## src/rtl/mem_write_controller.sv

```systemverilog
// Store-path memory controller: decodes SB/SH/SW, builds byte lanes, routes to DMEM/IMEM/IO.
// Optional store error counter is compiled in with `define MEM_WR_ERR_CNT_EN.
module mem_write_controller #(
  parameter int DMEM_AW       = 14,
  parameter int IMEM_AW       = 14,
  parameter int IO_FIFO_DEPTH = 2
) (
  input  logic               clk,
  input  logic               rst_n,
  input  logic               store_valid,
  input  logic [31:0]        instruction,
  input  logic [31:0]        mem_addr,
  input  logic [31:0]        store_data,
  output logic               stall,
  output logic [3:0]         dmem_we,
  output logic [DMEM_AW-1:0] dmem_addr,
  output logic [31:0]        dmem_din,
  output logic [3:0]         imem_we,
  output logic [IMEM_AW-1:0] imem_addr,
  output logic [31:0]        imem_din,
  output logic               io_wr_valid,
  input  logic               io_wr_ready,
  output logic [31:0]        io_wr_addr,
  output logic [31:0]        io_wr_data,
  output logic [3:0]         io_wr_be
`ifdef MEM_WR_ERR_CNT_EN
  ,
  output logic [15:0]        err_count
`endif
);

  localparam logic [6:0] OP_STORE = 7'b0100011;
  localparam int PTR_W = (IO_FIFO_DEPTH > 1) ? $clog2(IO_FIFO_DEPTH) : 1;
  localparam int CNT_W = $clog2(IO_FIFO_DEPTH + 1);
  localparam logic [CNT_W-1:0] CNT_FULL = CNT_W'(IO_FIFO_DEPTH);

  logic [6:0]  opcode;
  logic [2:0]  funct3;
  logic [1:0]  off;
  logic [3:0]  region;
  logic [15:0] half;

  assign opcode = instruction[6:0];
  assign funct3 = instruction[14:12];
  assign off    = mem_addr[1:0];
  assign region = mem_addr[31:28];
  assign half   = store_data[15:0];

  logic unused_instr_bits;
  assign unused_instr_bits = &{1'b0, instruction[31:15], instruction[11:7]};

  // region 0011 deliberately decodes as both DMEM and IMEM
  logic dmem_hit, imem_hit, io_hit, unmapped;
  assign dmem_hit = (region[3:2] == 2'b00) && region[0];
  assign imem_hit = (region[3:1] == 3'b001);
  assign io_hit   = (region == 4'b1000);
  assign unmapped = !dmem_hit && !imem_hit && !io_hit;

  logic [3:0]  be;
  logic [31:0] wdata;
  logic        f3_legal;

  always_comb begin
    be       = 4'b0000;
    wdata    = 32'h0;
    f3_legal = 1'b1;
    case (funct3)
      3'b000: begin
        be    = 4'b0001 << off;
        wdata = {4{store_data[7:0]}};
      end
      3'b001: begin
        case (off)
          2'b00:   begin be = 4'b0011; wdata = {16'h0, half};       end
          2'b01:   begin be = 4'b0110; wdata = {8'h0, half, 8'h0};  end
          2'b10:   begin be = 4'b1100; wdata = {half, 16'h0};       end
          default: begin be = 4'b0011; wdata = {16'h0, half};       end
        endcase
      end
      3'b010: begin
        be    = 4'b1111;
        wdata = store_data;
      end
      default: f3_legal = 1'b0;
    endcase
  end

  logic [CNT_W-1:0] fifo_cnt;
  logic [PTR_W-1:0] wr_ptr, rd_ptr;
  logic             fifo_full, fifo_empty;
  logic             is_store, accepted, pop, push;
  logic             dmem_wr, imem_wr;

  assign fifo_full  = (fifo_cnt == CNT_FULL);
  assign fifo_empty = (fifo_cnt == '0);
  assign pop        = !fifo_empty && io_wr_ready;

  // a full FIFO still takes a push when the head leaves on the same edge
  assign is_store = store_valid && (opcode == OP_STORE);
  assign stall    = is_store && io_hit && fifo_full && !pop;
  assign accepted = is_store && !stall;

  assign dmem_wr = accepted && f3_legal && dmem_hit;
  assign imem_wr = accepted && f3_legal && imem_hit;
  assign push    = accepted && f3_legal && io_hit;

  always_ff @(posedge clk or negedge rst_n) begin
    if (!rst_n) begin
      dmem_we   <= 4'b0000;
      dmem_addr <= '0;
      dmem_din  <= 32'h0;
    end else begin
      dmem_we <= dmem_wr ? be : 4'b0000;
      if (dmem_wr) begin
        dmem_addr <= mem_addr[DMEM_AW+1:2];
        dmem_din  <= wdata;
      end
    end
  end

  always_ff @(posedge clk or negedge rst_n) begin
    if (!rst_n) begin
      imem_we   <= 4'b0000;
      imem_addr <= '0;
      imem_din  <= 32'h0;
    end else begin
      imem_we <= imem_wr ? be : 4'b0000;
      if (imem_wr) begin
        imem_addr <= mem_addr[IMEM_AW+1:2];
        imem_din  <= wdata;
      end
    end
  end

  logic [31:0] fifo_addr [IO_FIFO_DEPTH];
  logic [31:0] fifo_data [IO_FIFO_DEPTH];
  logic [3:0]  fifo_be   [IO_FIFO_DEPTH];

  // storage needs no reset: the occupancy counter defines which entries are live
  always_ff @(posedge clk) begin
    if (push) begin
      fifo_addr[wr_ptr] <= mem_addr;
      fifo_data[wr_ptr] <= wdata;
      fifo_be[wr_ptr]   <= be;
    end
  end

  always_ff @(posedge clk or negedge rst_n) begin
    if (!rst_n) begin
      wr_ptr   <= '0;
      rd_ptr   <= '0;
      fifo_cnt <= '0;
    end else begin
      if (push) wr_ptr <= wr_ptr + PTR_W'(1);
      if (pop)  rd_ptr <= rd_ptr + PTR_W'(1);
      case ({push, pop})
        2'b10:   fifo_cnt <= fifo_cnt + CNT_W'(1);
        2'b01:   fifo_cnt <= fifo_cnt - CNT_W'(1);
        default: fifo_cnt <= fifo_cnt;
      endcase
    end
  end

  assign io_wr_valid = !fifo_empty;
  assign io_wr_addr  = fifo_empty ? 32'h0 : fifo_addr[rd_ptr];
  assign io_wr_data  = fifo_empty ? 32'h0 : fifo_data[rd_ptr];
  assign io_wr_be    = fifo_empty ? 4'b0000 : fifo_be[rd_ptr];

`ifdef MEM_WR_ERR_CNT_EN
  logic err_event;
  assign err_event = accepted && (!f3_legal || unmapped);

  always_ff @(posedge clk or negedge rst_n) begin
    if (!rst_n) begin
      err_count <= 16'h0;
    end else if (err_event && (err_count != 16'hFFFF)) begin
      err_count <= err_count + 16'h1;
    end
  end
`else
  logic unused_err_terms;
  assign unused_err_terms = &{1'b0, unmapped};
`endif

endmodule
```

## config.mk

```make
export PLATFORM = sky130hd
export DESIGN_NAME = mem_write_controller
export DESIGN_NICKNAME = d
export VERILOG_FILES = /design/src/rtl/mem_write_controller.sv
export SDC_FILE = /design/constraint.sdc
export NUM_CORES = 1
export LEC_CHECK = 0
export ABC_AREA = 0
export CORE_MARGIN = 10
export CORE_UTILIZATION = 49
export CTS_BUF_LIST = sky130_fd_sc_hd__clkbuf_8 sky130_fd_sc_hd__clkbuf_16
export CTS_CLUSTER_DIAMETER = 50
export DETAILED_ROUTE_END_ITERATION = 6
export HOLD_SLACK_MARGIN = 0.08
export PLACE_DENSITY = 0.82
export SYNTH_ARGS = -nofsm -noshare
export SYNTH_HDL_FRONTEND = slang
export SYNTH_SLANG_ARGS = --single-unit
```

## constraint.sdc

```tcl
create_clock -name clk -period 8.46 [get_ports clk]
set_input_delay 1.269 -clock clk [delete_from_list [all_inputs] [get_ports clk]]
set_output_delay 1.269 -clock clk [all_outputs]
set_load 0.01 [all_outputs]
```

==> results.cfg <==
[outcome]
status = completed

[global_route]
grt.overflow.total = 0
globalRouteTotalUtil_pct = 20.07
first_global_vias = 6826
grt_max_degree = 75
first_pass_grt_wire_length_um = 40770
grt_antenna_before_repair = 0

[timing]
timing_hold_violations_final = 0
max_freq_mhz = 231.0
slew-limit-headroom_pct = 26.47
finalCriticalPeriod_ns = 4.329
clock_skew_ns = 0.006334
slew_viol_final = 0
post_route_setup_tns_ns = 0
share_of_the_clock_period_used_by_the_worst_path_pct = 51.17
finalSetupViolCount = 0
postLayoutSetupSlackWorst_ns = 4.131
worst_slew_pin_slew_ns = 1.100
rsz0062_at_grt = no

[power_and_ir_drop]
power.static_leakage_nw = 5.551
power_dens_cells_mw_per_mm2 = 256.9
ir_drop_mv = 0.2105

[critical_path]
crit_start = instruction[6]
timing.reg2reg.setup_slack_ns = 5.45
ff2ff_path_depth = 5
cp_max_fo = 4
critPathArrivalTime_ns = 3.06
worst_r2r_startpoint = fifo_cnt[1]
endpoint_kind = primary output
crit-reg2reg-capture = fifo_data[0][29]
critical_path.most_common_cell = sky130_fd_sc_hd__clkdlybuf4s50_1
timing.critical_path.from_type = input port
path_buf_inv = 2
critical_path.cell_chain = clkdlybuf4s50_1, and4bb_2, and3_1, and4_1, clkdlybuf4s50_1
worst_path_max_delay_cell = sky130_fd_sc_hd__clkdlybuf4s50_1
critical_path.top_delay_family = buffers and inverters
logic_depth_of_the_worst_setup_path_including_buffers = 5
worst_setup_path_endpoint = stall
timing.setup.critical_path_class = input port to primary output
slowest_delay_ns = 0.60
critPathRequiredTime_ns = 7.19

[clock_network]
hold_buffers = 0
post-cts-setup-buffer-count = 0
ctsResizeCount = 0
cts.htree.levels = 1
clock_tree.buffer_depth = 3
numCtsBuffers = 27
worst_skew_late_latency_ns = 0.52
clock-root-buffer = sky130_fd_sc_hd__clkbuf_16
clock_tree_from_tritoncts = built
cts.reportedPaths.clkPinSlew_ns = 0.05
tritoncts_num_sinks = 240

[synth]
ys_ff_latch = 240
synth_adder_area_share_pct = 0.7810
netlist_area_sq_mm = 0.009612
synth.area.top_cells = sky130_fd_sc_hd__edfxtp_1 42%, sky130_fd_sc_hd__dfrtp_1 27%, sky130_fd_sc_hd__mux2i_1 7.2%, sky130_fd_sc_hd__mux2_2 3.9%, sky130_fd_sc_hd__nor2_1 3.3%
synth-compound-area-share_pct = 6.613
syn_avg_cell_area_sq_um = 13.46
number_of_enable_flip_flop_cells_after_synthesis = 136
ys.warnings.count = 0
synth_top_family_by_area = multiplexers
yosysUniqueCellTypes = 40
synth_fp_nets = 820
parity_gate_share_of_the_synthesized_area_counting_xor_and_xnor_cells_pct = 0.4556
synth_top_cell_area_share_pct = 42.49
sequential_fraction_of_the_synthesis_area_pct = 69.57
synth_largest_area_cell = sky130_fd_sc_hd__edfxtp_1
yosys-mux-area-fraction_pct = 11.40
synth-main-ff-cell = sky130_fd_sc_hd__edfxtp_1
synth_simple_gate_area_share_pct = 7.954
syn_inst = 714
synth_async_sr_flop_share_pct = 43.33

[drt]
post_drt_wl_per_cell_um = 21.30
initialDrtViolationCount = 414
route.vias.total = 6553
viasPerCell = 5.255
route.antenna.remaining_nets = 0
first_pass_iters = 5
finalWirelength_um = 26570
route.detailed.drc = 0

[placement]
io_buffers = 247
detailed_place_hpwl_um = 18500
numPlacedInstances = 1197
post-place-ws_ns = 3.617
gpl.final_weighted_congestion = 0.8534

[finish]
num_antenna_cells = 0
instances_no_fill = 1247
num-nets-final = 1067
layout_cells_sized_above_1_pct = 9.878
areaGrowthSynthToFinish_pct = 38.71
utilization_pct = 68.73

[die]
die_h_um = 160.1
fp.dieW_um = 160.1
core_area_sq_mm = 0.01940
boundaryPins = 270
fp-row-count = 51
initial_util_pct = 49.55
die-area_sq_mm = 0.02562

[worst_hold_path]
hold_path_class = register to register

[flow_run]
maxCapViolations = 0
synthesized netlist by cell type, types with 2 or more instances:
| master | instances |
|---|---|
| sky130_fd_sc_hd__buf_2 | 20 |
| sky130_fd_sc_hd__a22oi_1 | 17 |
| sky130_fd_sc_hd__nor2_1 | 85 |
| sky130_fd_sc_hd__nand2_1 | 74 |
| sky130_fd_sc_hd__o21ai_1 | 19 |
| sky130_fd_sc_hd__a222oi_1 | 7 |
| sky130_fd_sc_hd__xor2_1 | 2 |
| sky130_fd_sc_hd__xnor2_1 | 3 |
| sky130_fd_sc_hd__nand2b_1 | 2 |
| sky130_fd_sc_hd__ha_1 | 6 |
| sky130_fd_sc_hd__edfxtp_1 | 136 |
| sky130_fd_sc_hd__buf_1 | 2 |
| sky130_fd_sc_hd__dfrtp_1 | 104 |
| sky130_fd_sc_hd__o21ai_0 | 45 |
| sky130_fd_sc_hd__mux2i_1 | 69 |
| sky130_fd_sc_hd__mux2_2 | 33 |
| sky130_fd_sc_hd__a211oi_2 | 3 |
| sky130_fd_sc_hd__a21o_1 | 3 |
| sky130_fd_sc_hd__o21bai_1 | 3 |
| sky130_fd_sc_hd__nand3_1 | 2 |
| sky130_fd_sc_hd__nand4_1 | 3 |
| sky130_fd_sc_hd__mux2_1 | 3 |
| sky130_fd_sc_hd__and4bb_2 | 2 |
| sky130_fd_sc_hd__and4b_1 | 2 |
| sky130_fd_sc_hd__or3b_1 | 2 |
| sky130_fd_sc_hd__inv_1 | 40 |
| sky130_fd_sc_hd__clkbuf_1 | 14 |
routing by layer:
layer / up-vias / part of all wire [%] / global-route usage (%)
met2: 284 / 48 / 33.55
met5: - / 0 / 0
met3: 52 / 11 / 7.661
li1: 3034 / - / -
met4: 0 / 2.0 / 4.549
met1: 3183 / 39 / 24.13
where the power goes:
group	switching [mW]	total [mW]	leakage (nW)	internal [mW]
sequential	0.0389	1.29	2.67	1.25
combinational	0.419	0.858	2.38	0.439
clock	0.456	1.28	0.499	0.822
total	0.913	3.42	5.55	2.51
kinds of logic (layout without fill, tap and decap cells):
logic type | count (synthesis) | in the layout
XOR/XNOR | 5 | 5
adder cells (fa/ha/maj) | 6 | 6
AND/OR/NAND/NOR | 180 | 180
flip-flops | 240 | 240
multiplexers | 105 | 105
buffers and inverters | 76 | 344
AO/OA/AOI/OAI | 102 | 102
worst reg2reg max path: cells and delay by family, from the launching register on:
family | cells | cell delay, ns
flip-flops | 1 | 0.42
AND/OR/NAND/NOR | 3 | 1.35
AO/OA/AOI/OAI | 1 | 0.21
buffers and inverters | 1 | 0.63
per-stage QoR:
step                hold WS [ns]  instance area (sq um)  power (mW)
global placement          0.4606                  12330       2.172
CTS                       0.4823                  13330       3.465
detailed placement        0.4693                  12330       2.180
finish                    0.4754                  13330       3.425
floorplan                 0.4560                   9612       1.704
global route              0.4964                  13330       3.563
how the worst min path moves through the flow:
stage                         endpoint  cells past startpoint          from
after global routing       dmem_din[0]                      2   dmem_din[0]
after detailed placement  imem_din[20]                      2  imem_din[20]
after CTS                 imem_din[20]                      2  imem_din[20]
final                      dmem_din[5]                      2   dmem_din[5]
after floorplan            fifo_cnt[1]                      1   fifo_cnt[1]
after global placement    imem_din[16]                      2  imem_din[16]
sequential cells by signal, indices dropped and copies added (netlist names), 2 cells and up:
| register | flops |
|---|---|
| dmem_we | 4 |
| fifo_be | 8 |
| fifo_data | 64 |
| dmem_din | 32 |
| imem_we | 4 |
| dmem_addr | 14 |
| imem_din | 32 |
| imem_addr | 14 |
| fifo_addr | 64 |
| fifo_cnt | 2 |
placed cells by master, fill, tap and decap left out, types with 3 or more instances in the layout:
cell type,n
sky130_fd_sc_hd__mux2_1,3
sky130_fd_sc_hd__mux2i_1,69
sky130_fd_sc_hd__buf_4,8
sky130_fd_sc_hd__mux2_2,33
sky130_fd_sc_hd__edfxtp_1,136
sky130_fd_sc_hd__clkbuf_8,3
sky130_fd_sc_hd__a22oi_1,17
sky130_fd_sc_hd__dfrtp_1,103
sky130_fd_sc_hd__a211oi_2,3
sky130_fd_sc_hd__o21bai_1,3
sky130_fd_sc_hd__clkbuf_16,27
sky130_fd_sc_hd__o21ai_1,19
sky130_fd_sc_hd__clkdlybuf4s50_1,246
sky130_fd_sc_hd__bufinv_16,7
sky130_fd_sc_hd__nand4_1,3
sky130_fd_sc_hd__inv_1,44
sky130_fd_sc_hd__nor2_4,3
sky130_fd_sc_hd__a21o_1,3
sky130_fd_sc_hd__xnor2_1,3
sky130_fd_sc_hd__nand2_1,74
sky130_fd_sc_hd__nor2_1,82
sky130_fd_sc_hd__a222oi_1,7
sky130_fd_sc_hd__ha_1,6
sky130_fd_sc_hd__o21ai_0,45
final cells by class:
type	count	area, sq um
inverter	40	150.1
sequential	240	6690
tap	265	331.6
clock inverter	20	284.0
fill	1381	6066
timing repair buffer	254	2522
clock buffer	30	716.9
multi-input combinational	398	2638
No activity file was read; power rests on OpenSTA's default activity.
